## src/rtl/serial_subtractor_pkg.sv

```systemverilog
// Shared definitions for the bit-serial subtractor: FSM state encoding and widths.
// Optional signed-overflow output is enabled with the SERIAL_SUB_OV_EN macro.
package serial_subtractor_pkg;

    localparam int STATE_W = 2;

    typedef enum logic [STATE_W-1:0] {
        IDLE  = 2'd0,
        SHIFT = 2'd1,
        DONE  = 2'd2
    } state_e;

    // Signed overflow of a - b: operands of opposite sign and the result sign differs from a.
    function automatic logic sub_overflow(input logic a_msb, input logic b_msb, input logic y_msb);
        return (a_msb != b_msb) && (y_msb != a_msb);
    endfunction

endpackage

```

## src/rtl/serial_subtractor_sub_bit.sv

```systemverilog
// Combinational 1-bit full subtractor: d = a - b - bw_in, with borrow-out.
// Used by serial_subtractor (optional SERIAL_SUB_OV_EN has no effect here).
module sub_bit (
    input  logic a,
    input  logic b,
    input  logic bw_in,
    output logic d,
    output logic bw_out
);

    assign d      = a ^ b ^ bw_in;
    assign bw_out = (~a & b) | (~(a ^ b) & bw_in);

endmodule

```

## src/rtl/serial_subtractor.sv

```systemverilog
// Bit-serial WIDTH-bit subtractor y = a - b - bw_i, LSB first, start/done handshake.
// Define SERIAL_SUB_OV_EN to add the registered signed-overflow output ov_o.
module serial_subtractor
    import serial_subtractor_pkg::*;
#(
    parameter int WIDTH = 8
) (
    input  logic             clk_i,
    input  logic             rst_n_i,
    input  logic             start_i,
    input  logic [WIDTH-1:0] a_i,
    input  logic [WIDTH-1:0] b_i,
    input  logic             bw_i,
    output logic             busy_o,
    output logic             done_o,
    output logic [WIDTH-1:0] y_o,
`ifdef SERIAL_SUB_OV_EN
    output logic             ov_o,
`endif
    output logic             bw_o
);

    localparam int CNT_W = (WIDTH > 1) ? $clog2(WIDTH) : 1;
    localparam logic [CNT_W-1:0] CNT_LAST = CNT_W'(WIDTH - 1);

    state_e           state_q;
    logic [WIDTH-1:0] a_q;
    logic [WIDTH-1:0] b_q;
    logic             bw_q;
    logic [CNT_W-1:0] cnt_q;
    logic [WIDTH-1:0] res_q;
    logic [WIDTH-1:0] res_d;
    logic [WIDTH-1:0] y_q;
    logic             bwo_q;
    logic             busy_q;
    logic             done_q;
    logic             bit_d;
    logic             bit_bw;
`ifdef SERIAL_SUB_OV_EN
    logic             a_msb_q;
    logic             b_msb_q;
    logic             ov_q;
`endif

    sub_bit u_sub_bit (
        .a      (a_q[0]),
        .b      (b_q[0]),
        .bw_in  (bw_q),
        .d      (bit_d),
        .bw_out (bit_bw)
    );

    // The new difference bit enters at the MSB, so after WIDTH shifts the LSB lands at bit 0.
    assign res_d = {bit_d, res_q[WIDTH-1:1]};

    // NOTE: sequential state is updated with non-blocking assignments so every register
    // samples the pre-edge values regardless of statement order.
    always_ff @(posedge clk_i or negedge rst_n_i) begin
        if (!rst_n_i) begin
            state_q <= IDLE;
            a_q     <= '0;
            b_q     <= '0;
            bw_q    <= 1'b0;
            cnt_q   <= '0;
            res_q   <= '0;
            y_q     <= '0;
            bwo_q   <= 1'b0;
            busy_q  <= 1'b0;
            done_q  <= 1'b0;
`ifdef SERIAL_SUB_OV_EN
            a_msb_q <= 1'b0;
            b_msb_q <= 1'b0;
            ov_q    <= 1'b0;
`endif
        end else begin
            case (state_q)
                IDLE, DONE: begin
                    done_q <= 1'b0;
                    if (start_i) begin
                        a_q     <= a_i;
                        b_q     <= b_i;
                        bw_q    <= bw_i;
                        cnt_q   <= '0;
                        busy_q  <= 1'b1;
                        state_q <= SHIFT;
`ifdef SERIAL_SUB_OV_EN
                        a_msb_q <= a_i[WIDTH-1];
                        b_msb_q <= b_i[WIDTH-1];
`endif
                    end else begin
                        state_q <= IDLE;
                    end
                end
                SHIFT: begin
                    res_q <= res_d;
                    a_q   <= a_q >> 1;
                    b_q   <= b_q >> 1;
                    bw_q  <= bit_bw;
                    cnt_q <= cnt_q + CNT_W'(1);
                    if (cnt_q == CNT_LAST) begin
                        y_q     <= res_d;
                        bwo_q   <= bit_bw;
                        busy_q  <= 1'b0;
                        done_q  <= 1'b1;
                        state_q <= DONE;
`ifdef SERIAL_SUB_OV_EN
                        ov_q    <= sub_overflow(a_msb_q, b_msb_q, bit_d);
`endif
                    end
                end
                default: begin
                    busy_q  <= 1'b0;
                    done_q  <= 1'b0;
                    state_q <= IDLE;
                end
            endcase
        end
    end

    assign busy_o = busy_q;
    assign done_o = done_q;
    assign y_o    = y_q;
    assign bw_o   = bwo_q;
`ifdef SERIAL_SUB_OV_EN
    assign ov_o   = ov_q;
`endif

endmodule
```

## config.mk

```make
export PLATFORM = sky130hd
export DESIGN_NAME = serial_subtractor
export DESIGN_NICKNAME = d
export VERILOG_FILES = /design/src/rtl/serial_subtractor_pkg.sv /design/src/rtl/serial_subtractor_sub_bit.sv /design/src/rtl/serial_subtractor.sv
export SDC_FILE = /design/constraint.sdc
export NUM_CORES = 1
export LEC_CHECK = 0
export ABC_AREA = 1
export CAP_MARGIN = 40
export CORE_MARGIN = 2
export CORE_UTILIZATION = 50
export CTS_CLUSTER_DIAMETER = 100
export DETAILED_ROUTE_END_ITERATION = 7
export PLACE_DENSITY = 0.8
export REMOVE_ABC_BUFFERS = 1
export SKIP_LAST_GASP = 1
export SLEW_MARGIN = 15
export SYNTH_ARGS = -nofsm -noshare
export SYNTH_HDL_FRONTEND = slang
export SYNTH_SLANG_ARGS = --single-unit
```

## constraint.sdc

```tcl
create_clock -name clk_i -period 1.7 [get_ports clk_i]
set_input_delay 0.425 -clock clk_i [delete_from_list [all_inputs] [get_ports clk_i]]
set_output_delay 0.425 -clock clk_i [all_outputs]
set_load 0.005 [all_outputs]
```

Word level (Yosys, flattened, before mapping) --
Cells that the tools add are included.
Storage, ports and cells: flip-flop bits (word level) 41, input bits 20, output and inout port bits 11
Operators by class: add/subtract/negate cells 1, equal/unequal tests 5, multiplexer cells 16, bitwise gates (word level) 7, reduce and logical (&&, ||, !) cells 6
Operators by type and width (number):
- $pmux 8 s2 | 2
- $mux 8 | 2
- $mux 1 | 6
- $pmux 3 s2 | 1
- $reduce_and 2->1 | 3
- $ne 2x2->1 const B | 2
- $pmux 1 s2 | 2
- $pmux 2 s2 | 1
- $add 3x1->3 const B | 1
- $eq 3x3->1 const B | 1
- $mux 3 | 1
- $and 1x1->1 | 2
- $eq 2x1->1 const B | 1
- $eq 2x2->1 const B | 1
- $logic_not 2->1 | 1
- $mux 2 | 1
- $not 1->1 | 2
- $reduce_bool 2->1 | 1
- $reduce_or 2->1 | 1
- $xor 1x1->1 | 2
- $or 1x1->1 | 1

Logic depth before layout (Yosys ltp) --
depth after elaboration 5, gate-level depth with buffers 8

Hierarchy --
Synthesis repeated with hierarchy kept, for this count alone.
Second synthesis, totals: cells, all modules 225, area, all modules 1880.6 um^2
By module, submodules not included:
- serial_subtractor | times used 1, cells an instance 221, area an instance 1849.3 um^2, seq. area each 975.9 um^2
- sub_bit | times used 1, cells an instance 4, area an instance 31.3 um^2, seq. area each 0.0 um^2

Worst setup path after synthesis --
OpenSTA, ideal clock, no wires.
path type flip-flop to flip-flop, from register cnt_q[0], to register y_q[0] (netlist: y_o[0]), arrival time 1.151 ns, path slack 0.484 ns, cell stages (with the launch flop) 7, buffers on the path 1, clock period less this slack 1.216 ns, cell sequence dfrtp_1 > ha_1 > ha_1 > nand2_4 > buf_6 > nand2_1 > nand2_1
Between the ends: longest elaborated chain between the ends 2
Ends and longest elaborated chain:
- start, declared | line serial_subtractor.sv:30 | logic [CNT_W-1:0] cnt_q;
- start signal, assigned | line serial_subtractor.sv:99 | cnt_q <= cnt_q + CNT_W'(1);
- $eq 3x3->1 | line serial_subtractor.sv:100 | if (cnt_q == CNT_LAST) begin
- $reduce_and 2->1 (no source line)
- end signal, assigned | line serial_subtractor.sv:101 | y_q <= res_d;
- end, declared | line serial_subtractor.sv:33 | logic [WIDTH-1:0] y_q;
Every way passes these cells. A chain may end at the register's enable or synchronous reset.

Worst setup path in the final report --
from register done_q (netlist: done_o), to output done_o
RTL lines:
- start, declared | line serial_subtractor.sv:36 | logic done_q;
- start signal, assigned | line serial_subtractor.sv:69 | done_q <= 1'b0;
- start signal, assigned | line serial_subtractor.sv:78 | done_q <= 1'b0;
- start signal, assigned | line serial_subtractor.sv:104 | done_q <= 1'b1;
- end, declared | line serial_subtractor.sv:15 | output logic done_o,
No word-level cell between the ends.

==> results.json <==
{
  "area_delta_synth_final_pct": 20.75,
  "drv_cap": 0,
  "post-route-drc-count": 0,
  "path_depth": 1,
  "drtIter0Drc": 57,
  "ioPinCount": 31,
  "synth_top_area_share": 0.5105,
  "grt_pass1_vias": 1330,
  "yosysUniqueCellTypes": 20,
  "max_stage_delay_ps": 510,
  "die_w_um": 65.84,
  "post_drt_wl_per_cell_um": 10.61,
  "num_antenna_cells": 0,
  "cp_top_family": "buffers and inverters",
  "grt_first_pass_wirelength_um": 5865,
  "period_minus_slack_ps": 1634,
  "comb_power_share": 0.452,
  "die_area_um2": 4334,
  "vias_per_cell": 4.757,
  "skew_ps": 5.842,
  "cp_max_fo": 4,
  "drt_wl_total_um": 3226,
  "r2r_cells": 6,
  "antenna_found_initial": 0,
  "cts_tree": "yes",
  "synthCells": 224,
  "final_antenna_net_count": 0,
  "hold_ws_ps": 59.00,
  "cts_buffers": 5,
  "path_cells": "clkdlybuf4s50_1",
  "io_buffer_count": 30,
  "grt_overflow": 0,
  "outcome": "complete, no violations",
  "clockRootBuffer": "clkbuf_8",
  "drv_slew": 0,
  "p_int_mw": 2.551,
  "yosys_register_bits": 39,
  "htree_levels": 2,
  "tightest_slew_ps": 396.5,
  "synth_area_um2": 1912,
  "synth_flop_cell": "dfrtp_1",
  "gp_congestion": 0.7968,
  "synth-edff-count": 0,
  "postCtsSetupBuffers": 0,
  "start_util": 0.5222,
  "fmax_mhz": 612.0,
  "worst_path_max_delay_cell": "clkdlybuf4s50_1",
  "fin_total_pwr_mw": 4.185,
  "arrival_ps": 1210,
  "hold_viol_final": 0,
  "instances_no_fill": 304,
  "grt.total_usage": 0.1796,
  "dp_worst_setup_slack_ps": 127.1,
  "place_hpwl_um": 2301,
  "place_area_um2": 2207,
  "cellPowerDensity_nw_per_um2": 1813,
  "tns_ps": 0,
  "min_path_type": "in -> async",
  "seqPwrFrac": 0.391,
  "cp.required_ps": 1270,
  "drive_gt1_frac": 0.1328,
  "grt_max_degree": 24,
  "ir_drop_mv": 1.200,
  "slew_headroom": 0.7357,
  "finalCritPeriodShare": 0.9612,
  "yosys.area.top_type": "dfrtp_1",
  "placed_cells": 296,
  "core_um2": 3661,
  "cp-end-kind": "output port",
  "num-nets-final": 278,
  "power.switching_mw": 1.634,
  "insertion_delay_ps": 290,
  "fin_ws_ps": 66.01,
  "leakagePower_nw": 1.225,
  "rows": 22,
  "path_buf_inv": 1,
  "final_core_util": 0.6306,
  "synthTopCellsByArea": "dfrtp_1, nand2_1, inv_1, nand3_1, o21ai_2",
  "pwr-share-clk": 0.157,
  "rsz0062_at_grt": "no",
  "holdBufCountCts": 0,
  "syn_avg_cell_area_um2": 8.535,
  "ys_seq_area_frac": 0.5105,
  "path_clk_slew_ps": 70,
  "die_y_um": 65.84,
  "criticalPathCategory": "reg -> out",
  "cts_buffer_depth": 2,
  "cts.sinks": 39,
  "async_reset_ff_frac": 1.000,
  "cp-start-kind": "flop",
  "ys_warn_count": 0,
  "drt-pass1-iter-count": 4,
  "num_vias": 1446,
  "p_sw_frac": 0.3905,
  "setup_viol": 0,
  "final_area_um2": 2308
}
## final cells by class
class	count	area (um2)
sequential	39	977.2
multi-input combinational	132	668.1
tap	48	60.06
clock buffer	8	100.1
inverter	44	172.7
fill	312	1353
timing repair buffer	33	330.3
## timing repair
action	CTS	global route
setup endpoints to repair	0	1
endpoints found under the hold margin	0	0
gates resized for setup	0	1
## flip-flops by register name, summed over array words and instances, names as in the netlist
signal   cells
cnt_q        3
y_o          8
busy_o       1
b_q          8
state_q      1
bw_q         1
done_o       1
res_q        7
bw_o         1
a_q          8
## cell usage after synthesis (2+ instances only)
| master | count |
|---|---|
| nand2_2 | 7 |
| dfrtp_1 | 39 |
| o21ai_0 | 11 |
| nand2_4 | 3 |
| buf_2 | 3 |
| o21ai_2 | 8 |
| buf_6 | 4 |
| nand3_1 | 29 |
| inv_1 | 41 |
| ha_1 | 2 |
| nand2_1 | 68 |
## power by group through the flow
stage	clock network, mW	registers [mW]	logic [mW]
after floorplan	0	1.63	1.27
after global placement	0	1.63	1.84
after detailed placement	0	1.65	1.91
after CTS	0.677	1.64	1.92
after global routing	0.734	1.69	2.19
final	0.658	1.64	1.89
## final timing paths
kind                                    start            endpoint  slack [ps]
min reg2reg                b_q[1]$_DFFE_PN0P_  b_q[1]$_DFFE_PN0P_         480
min in group clk_i         b_q[1]$_DFFE_PN0P_  b_q[1]$_DFFE_PN0P_         480
max in group asynchronous             rst_n_i  a_q[3]$_DFFE_PN0P_        1200
min                                   rst_n_i  busy_o$_DFFE_PN0P_          60
max                        done_o$_DFFE_PN0P_              done_o          70
max reg2reg                done_o$_DFFE_PN0P_  b_q[5]$_DFFE_PN0P_         270
## cell families (layout without fill, tap and decap cells)
family / Yosys count / count (layout) / synth area share
adder cells (fa/ha/maj): 3 / 3 / 0.02356
AO/OA/AOI/OAI: 20 / 20 / 0.06806
buffers and inverters: 53 / 85 / 0.1400
AND/OR/NAND/NOR: 109 / 109 / 0.2578
flip-flops: 39 / 39 / 0.5105
## metal layers
metal	routed length [um]	part of all wire	vias up	GRT usage
li1	-	-	736	-
met1	1477	0.46	674	0.2500
met2	1502	0.47	29	0.2626
met3	176	0.055	7	0.04429
met4	70	0.022	0	0.08594
met5	0	0	-	0
## cells in the final DEF (no fill, tap or decap)
cell type,instances
o21ai_0,11
a21oi_1,1
dfrtp_2,1
buf_2,1
inv_1,41
nand2_1,68
clkbuf_8,7
fa_1,1
buf_12,1
inv_4,1
o21ai_2,8
clkdlybuf4s50_1,29
nand2_2,7
inv_6,1
ha_1,2
buf_4,2
nor2_4,1
nand2_4,3
clkbuf_1,1
inv_2,1
dfrtp_1,38
nand3_1,29
nor2_1,1
(Power assumes the default switching activity.)
